### config.mk
export PLATFORM = sky130hd
export DESIGN_NAME = vxe_regio
export DESIGN_NICKNAME = d
export VERILOG_FILES = /design/src/rtl/vxe_regio_pkg.sv /design/src/rtl/vxe_regio.sv
export SDC_FILE = /design/constraint.sdc
export NUM_CORES = 1
export LEC_CHECK = 0
export CORE_MARGIN = 1
export CORE_UTILIZATION = 36
export CTS_BUF_LIST = sky130_fd_sc_hd__clkbuf_4 sky130_fd_sc_hd__clkbuf_8 sky130_fd_sc_hd__clkbuf_16
export DETAILED_ROUTE_END_ITERATION = 16
export PLACE_DENSITY = 0.86
export RECOVER_POWER = 50
export SLEW_MARGIN = 20
export SYNTH_ARGS = -nofsm -noshare
export SYNTH_HDL_FRONTEND = slang
export SYNTH_SLANG_ARGS = --single-unit
### constraint.sdc
create_clock -name clk -period 2.08 [get_ports clk]
set_clock_uncertainty 0.15 [all_clocks]
set_input_delay 0.416 -clock clk [delete_from_list [all_inputs] [get_ports clk]]
set_output_delay 0.416 -clock clk [all_outputs]
set_load 0.02 [all_outputs]
### src/rtl/vxe_regio_pkg.sv
// Shared register indices, identification constant and access-rule helpers
// for the VxE host register file.
package vxe_regio_pkg;

    localparam int REG_IDX_W = 10;
    localparam logic [31:0] VXE_ID = 32'h5658_0100;

    localparam logic [REG_IDX_W-1:0] REG_ID                  = 10'd0;
    localparam logic [REG_IDX_W-1:0] REG_CTRL                = 10'd1;
    localparam logic [REG_IDX_W-1:0] REG_STATUS              = 10'd2;
    localparam logic [REG_IDX_W-1:0] REG_INTR_ACT            = 10'd3;
    localparam logic [REG_IDX_W-1:0] REG_INTR_MSK            = 10'd4;
    localparam logic [REG_IDX_W-1:0] REG_INTR_RAW            = 10'd5;
    localparam logic [REG_IDX_W-1:0] REG_PGM_ADDR_LO         = 10'd6;
    localparam logic [REG_IDX_W-1:0] REG_PGM_ADDR_HI         = 10'd7;
    localparam logic [REG_IDX_W-1:0] REG_START               = 10'd8;
    localparam logic [REG_IDX_W-1:0] REG_FAULT_INSTR_ADDR_LO = 10'd9;
    localparam logic [REG_IDX_W-1:0] REG_FAULT_INSTR_ADDR_HI = 10'd10;
    localparam logic [REG_IDX_W-1:0] REG_FAULT_INSTR_LO      = 10'd11;
    localparam logic [REG_IDX_W-1:0] REG_FAULT_INSTR_HI      = 10'd12;
    localparam logic [REG_IDX_W-1:0] REG_FAULT_VPU_MASK0     = 10'd13;

    // Decoded effect of a single write request.
    typedef struct packed {
        logic err;
        logic ctrl;
        logic msk;
        logic pgm_lo;
        logic pgm_hi;
        logic start;
        logic ack;
    } wr_dec_t;

endpackage

### src/rtl/vxe_regio.sv
// Host-visible register file of the VxE vector engine: registered read/write
// handshake, control/mask/program-address state, CU start and INTU acknowledge.
module vxe_regio
    import vxe_regio_pkg::*;
(
    input  logic                 clk,
    input  logic                 nrst,
    input  logic [REG_IDX_W-1:0] i_wreg_idx,
    input  logic [31:0]          i_wdata,
    input  logic                 i_wenable,
    output logic                 o_waccept,
    output logic                 o_werror,
    input  logic [REG_IDX_W-1:0] i_rreg_idx,
    output logic [31:0]          o_rdata,
    input  logic                 i_renable,
    output logic                 o_raccept,
    output logic                 o_rerror,
    input  logic                 i_cu_busy,
    input  logic [36:0]          i_cu_last_instr_addr,
    input  logic [63:0]          i_cu_last_instr_data,
    input  logic [1:0]           i_vpu_fault,
    output logic [36:0]          o_cu_pgm_addr,
    output logic                 o_cu_start,
    input  logic [3:0]           i_intu_raw,
    input  logic [3:0]           i_intu_act,
    output logic [3:0]           o_intu_msk,
    output logic                 o_intu_ack_vld,
    output logic [3:0]           o_intu_ack,
    output logic                 o_cu_mas_sel
);

    logic        mas_sel_q;
    logic [3:0]  msk_q;
    logic [28:0] pgm_lo_q;   // byte address bits [31:3]
    logic [7:0]  pgm_hi_q;   // byte address bits [39:32]

    wr_dec_t     wr_dec;
    logic        rd_err;
    logic [31:0] rd_val;

    // NOTE: every signal assigned in this block gets a default first, so no
    // path through the case leaves it unassigned and no latch is inferred.
    always_comb begin
        wr_dec     = '0;
        wr_dec.err = 1'b1;
        case (i_wreg_idx)
            REG_CTRL:        begin wr_dec.err = 1'b0; wr_dec.ctrl   = 1'b1; end
            REG_INTR_ACT:    begin wr_dec.err = 1'b0; wr_dec.ack    = 1'b1; end
            REG_INTR_MSK:    begin wr_dec.err = 1'b0; wr_dec.msk    = 1'b1; end
            REG_PGM_ADDR_LO: begin wr_dec.err = 1'b0; wr_dec.pgm_lo = 1'b1; end
            REG_PGM_ADDR_HI: begin wr_dec.err = 1'b0; wr_dec.pgm_hi = 1'b1; end
            REG_START: begin
                if (!i_cu_busy) begin
                    wr_dec.err   = 1'b0;
                    wr_dec.start = 1'b1;
                end
            end
            default: ;
        endcase
    end

    // Reads see register state as it was before a concurrent write lands.
    always_comb begin
        rd_err = 1'b0;
        rd_val = '0;
        case (i_rreg_idx)
            REG_ID:                  rd_val = VXE_ID;
            REG_CTRL:                rd_val = {31'b0, mas_sel_q};
            REG_STATUS:              rd_val = {31'b0, i_cu_busy};
            REG_INTR_ACT:            rd_val = {28'b0, i_intu_act};
            REG_INTR_MSK:            rd_val = {28'b0, msk_q};
            REG_INTR_RAW:            rd_val = {28'b0, i_intu_raw};
            REG_PGM_ADDR_LO:         rd_val = {pgm_lo_q, 3'b0};
            REG_PGM_ADDR_HI:         rd_val = {24'b0, pgm_hi_q};
            REG_FAULT_INSTR_ADDR_LO: rd_val = {i_cu_last_instr_addr[28:0], 3'b0};
            REG_FAULT_INSTR_ADDR_HI: rd_val = {24'b0, i_cu_last_instr_addr[36:29]};
            REG_FAULT_INSTR_LO:      rd_val = i_cu_last_instr_data[31:0];
            REG_FAULT_INSTR_HI:      rd_val = i_cu_last_instr_data[63:32];
            REG_FAULT_VPU_MASK0:     rd_val = {30'b0, i_vpu_fault};
            default:                 rd_err = 1'b1;  // REG_START is write-only
        endcase
    end

    // NOTE: state uses non-blocking assignments and a synchronous reset that
    // is checked first, so every flop clears on the edge nrst is seen low.
    always_ff @(posedge clk) begin
        if (!nrst) begin
            mas_sel_q      <= 1'b0;
            msk_q          <= '0;
            pgm_lo_q       <= '0;
            pgm_hi_q       <= '0;
            o_waccept      <= 1'b0;
            o_werror       <= 1'b0;
            o_cu_start     <= 1'b0;
            o_intu_ack_vld <= 1'b0;
            o_intu_ack     <= '0;
            o_raccept      <= 1'b0;
            o_rerror       <= 1'b0;
            o_rdata        <= '0;
        end else begin
            o_waccept      <= i_wenable;
            o_werror       <= i_wenable & wr_dec.err;
            o_cu_start     <= i_wenable & wr_dec.start;
            o_intu_ack_vld <= i_wenable & wr_dec.ack;
            o_intu_ack     <= (i_wenable & wr_dec.ack) ? i_wdata[3:0] : 4'b0;

            if (i_wenable) begin
                if (wr_dec.ctrl)   mas_sel_q <= i_wdata[0];
                if (wr_dec.msk)    msk_q     <= i_wdata[3:0];
                if (wr_dec.pgm_lo) pgm_lo_q  <= i_wdata[31:3];
                if (wr_dec.pgm_hi) pgm_hi_q  <= i_wdata[7:0];
            end

            o_raccept <= i_renable;
            o_rerror  <= i_renable & rd_err;
            o_rdata   <= (i_renable & ~rd_err) ? rd_val : 32'b0;
        end
    end

    assign o_cu_mas_sel  = mas_sel_q;
    assign o_intu_msk    = msk_q;
    assign o_cu_pgm_addr = {pgm_hi_q, pgm_lo_q};

endmodule

==> results_tabular.tex, run 1 <==
\begin{tabular}{lr}
\hline
Metric & Value \\
\hline
\multicolumn{2}{l}{\textbf{Logic synthesis}} \\
\quad Sequential element share of the synthesized area & approximately 44\% \\
\quad Predominant post-synthesis flop cell & dfxtp\_1 \\
\quad Cell taking the most area after synthesis & dfxtp\_1 \\
\quad Synthesized cell area & 3850 um2 \\
\quad Leading cell type by number of instances after synthesis & dfxtp\_1 \\
\quad Gate count after technology mapping & around 440 \\
\quad Post-synth EDFFs & 0 \\
\quad Synth cell types & 47 \\
\quad Mean instance size in the synthesized netlist & between 8 and 9 um2 \\
\quad Most frequent cells after synthesis & dfxtp\_1 (84), nand2\_1 (56), nand3\_1 (43), o21ai\_0 (43), a222oi\_1 (18) \\
\quad Async set-or-reset flop fraction in the synthesized netlist & 0\% \\
\quad Flop and latch count out of synthesis & 84 \\
\quad Syn Nets & 603 \\
\quad Area share of the largest cell type after synthesis & around 44\% \\
\quad Synth Warn \# & 0 \\
\quad Cell types with the largest area share after synthesis & dfxtp\_1 (44\%), nand3\_1 (5.6\%), o21ai\_0 (5.6\%) \\
\multicolumn{2}{l}{\textbf{Clock network}} \\
\quad Clock tree from TritonCTS & yes \\
\quad Root buffer cell & clkbuf\_8 \\
\quad Clock latency on the worst-skew pair & between 0.3 and 0.4 ns \\
\quad H-tree depth & 3 \\
\quad Cts bufs inserted & 9 \\
\quad Count of clock tree sinks & 84 \\
\quad CTS Buffer Depth & 2 \\
\quad Clock-pin transition on the worst setup and hold timing paths & $\sim$0.090 ns \\
\quad \# hold bufs at CTS & 0 \\
\multicolumn{2}{l}{\textbf{Final layout}} \\
\quad Area growth from synthesis to layout & 81.9\% \\
\quad Fillcell total & between 700 and 800 \\
\quad Post-layout net count & 876 \\
\quad Post-layout instance area & $\sim$7000 um2 \\
\quad Share of final-layout standard cells stronger than drive strength 1 & 12.9\% \\
\quad Post-route non-filler standard cell count & approximately 850 \\
\quad Diodes inserted & 0 \\
\multicolumn{2}{l}{\textbf{Power and ir drop}} \\
\quad VDD IR max & approximately 0.00032 V \\
\quad Leak & between 2 and 3 nW \\
\quad Power density cells & just over 500 nW/um2 \\
\quad Post-layout power & 0.00363 W \\
\multicolumn{2}{l}{\textbf{Global routing}} \\
\quad Global-route wire length before repair & $\sim$23 mm \\
\quad Maximum number of pins on one net before global-route repair & 59 \\
\quad Overflow left after global routing & 0 \\
\quad Antenna violations before repair & 0 \\
\quad Vias in the first global route & between 4k and 5k \\
\quad Global-route usage over all layers & a little over a quarter \\
\multicolumn{2}{l}{\textbf{Place}} \\
\quad Number of placed instances with taps included & 833 \\
\quad Instance area after placement & between 6000 and 7000 um2 \\
\quad Half-perimeter wire length of the detailed placement result & 11.6 mm \\
\quad Routability cong. & between 0.9 and 1 \\
\quad Count of port buffers added during placement & $\sim$250 \\
\multicolumn{2}{l}{\textbf{Timing}} \\
\quad Worst Max-Slew Pin Slew & slightly above 0.5 ns \\
\quad Fraction of the cycle the final worst path needs & between 90 and 100\% \\
\quad Max Fclk & 487 MHz \\
\quad Hold Vio Cnt, Final & 0 \\
\quad Setup repair after global routing missed its margin & no \\
\quad Post-route minimum period & 2.05 ns \\
\quad Final Max Slew Viols & 0 \\
\quad Finish-stage setup viols & 0 \\
\quad Worst rel slew slack & about two thirds \\
\multicolumn{2}{l}{\textbf{Floorplan}} \\
\quad I/O Pins & about 250 \\
\quad Core region area & roughly 10000 um2 \\
\quad Die Span X & 105 um \\
\quad Starting Density & between 30\% and 40\% \\
\quad Die area & roughly 11000 um2 \\
\quad Die height & 105 um \\
\quad Number of rows created at floorplan & 37 \\
\multicolumn{2}{l}{\textbf{Route}} \\
\quad First-pass iteration count of the detailed router & 6 \\
\quad Number of violations reported at the end of detailed-routing iteration 0 & 380 \\
\quad Number of vias after detailed routing & about 4.7k \\
\quad Via-per-instance ratio & 5.51 \\
\quad Total wire length & approximately 15 mm \\
\quad Final routed DRC violation total & 0 \\
\quad Post-route antenna net violation count & 0 \\
\quad DR WL/cell & 17.9 um \\
\multicolumn{2}{l}{\textbf{Status}} \\
\quad Outcome & completed \\
\multicolumn{2}{l}{\textbf{Flow run}} \\
\quad Maxcap violations & 0 \\
\multicolumn{2}{l}{\textbf{Setup path}} \\
\quad Type of element launching the critical path & input pin \\
\quad Worst-path maximum fanout & 7 \\
\quad R2R setup slack & 0.78 ns \\
\quad Worst-case reg-to-reg path depth & 3 \\
\quad Required time reported for the critical path endpoint & between 2 and 2.5 ns \\
\quad CP Capture Type & register \\
\quad Arrival @ worst endpoint & between 2 and 2.5 ns \\
\quad R2r endpoint & o\_rdata[7] \\
\quad Setup Crit Path Kind & in2reg \\
\quad Crit Reg-Reg Startpoint & pgm\_lo\_q[4] \\
\multicolumn{2}{l}{\textbf{Worst hold path}} \\
\quad Hold path startpoint & pgm\_hi\_q[7] \\
\quad Worst hold-check path type & reg2reg \\
\quad Capture endpoint of the worst hold path & pgm\_hi\_q[7] \\
\quad Hold depth & 2 \\
\hline
\end{tabular}
-- power breakdown --
group | leakage [nW] | internal, W | switching (W)
clock network | 0.115 | 0.000793 | 0.000617
registers | 0.677 | 0.00161 | 0.00000111
logic | 1.90 | 0.000396 | 0.000210
-- state kept, by name, summed over array words and instances (netlist names) --
name	cells
o_rdata	32
pgm_lo_q	29
pgm_hi_q	8
o_intu_ack	4
o_intu_msk	4
o_cu_mas_sel	1
o_cu_start	1
o_intu_ack_vld	1
o_raccept	1
o_rerror	1
o_waccept	1
o_werror	1
-- placed cells by master, fill, tap and decap left out, types with 12 or more instances in the layout --
cell             Yosys  final
nand2_1             56     56
dfxtp_1             84     84
mux2_2              12     12
buf_4                1     40
nand3_1             43     43
nand3b_1            12     12
o21ai_0             43     43
dlygate4sd3_1        0     49
nor2_1              13     13
clkdlybuf4s50_1      0    201
o2bb2ai_1           13     13
a222oi_1            18     18
-- critical path: stages --
cell and delay [ns]:
clkdlybuf4s50_1 0.40, or4_4 0.57, nor3_4 0.18, nand3_2 0.15
clkbuf_2 0.21, a41oi_1 0.24
-- routing by layer --
metal,vias to the layer above,GRT usage [%],part of all wire (%)
li1,2174,-,-
met4,0,12.9,3.2
met1,2177,30.2,37
met5,-,0,0
met2,281,47.5,50
met3,43,6.31,9.0
-- area by class of cell --
class,instances,area [um2],area share (%)
Timing Repair Buffer,302,2920,41.7
Multi-Input combinational cell,310,1990,28.4
Sequential cell,84,1680,24.0
Tap cell,136,170,2.43
Clock buffer,9,124,1.77
Clock inverter,7,115,1.64
Inverter,1,3.75,0.0536
-- worst max-delay path by stage --
stage	startpoint	end	slack [ns]	cells past startpoint
4_1_cts	i_rreg_idx[7]	o_rdata[19]	0.07	7
3_3_place_gp	i_rreg_idx[7]	o_rdata[8]	-0.26	7
5_1_grt	i_rreg_idx[7]	o_rdata[3]	0.007	6
6_report	i_rreg_idx[7]	o_rdata[3]	0.03	6
2_1_floorplan	i_rreg_idx[7]	o_rdata[14]	0.21	5
3_5_place_dp	i_rreg_idx[7]	o_rdata[15]	-0.32	6
-- metrics by stage --
| stage | TNS [ns] | hold slack [ns] | utilization [%] | setup slack (ns) |
|---|---|---|---|---|
| after global routing | 0 | 0.365 | 67.8 | 0.00696 |
| after floorplan | 0 | 0.383 | - | 0.213 |
| after global placement | -7.71 | 0.325 | 65.7 | -0.261 |
| final | 0 | 0.336 | 67.8 | 0.0258 |
| after CTS | 0 | 0.306 | 68.0 | 0.0681 |
| after detailed placement | -13.65 | 0.330 | 65.7 | -0.323 |
-- cell families after synthesis --
family                 count (synthesis)  synth area share (%)
AO/OA/AOI/OAI                        124                  23.3
buffers and inverters                 41                  4.65
flip-flops                            84                  43.7
multiplexers                          20                  5.59
AND/OR/NAND/NOR                      166                  22.8
-- repair_timing --
action,4_1_cts,5_1_grt
buffers inserted,0,0
gates resized for setup,0,1
hold endpoints to repair,0,0
endpoints found under the setup margin,0,1
Power figures use the tool's default switching activity.
==> inputs of run 2 (changes only) <==
--- a/config.mk
+++ b/config.mk
@@ -5,6 +5,7 @@
 export SDC_FILE = /design/constraint.sdc
 export NUM_CORES = 1
 export LEC_CHECK = 0
+export ABC_CLOCK_PERIOD_IN_PS = 2080
 export CORE_MARGIN = 1
 export CORE_UTILIZATION = 36
 export CTS_BUF_LIST = sky130_fd_sc_hd__clkbuf_4 sky130_fd_sc_hd__clkbuf_8 sky130_fd_sc_hd__clkbuf_16
==> results of run 2 <==
The final DEF is identical to that of run 1; final timing and power are the same.
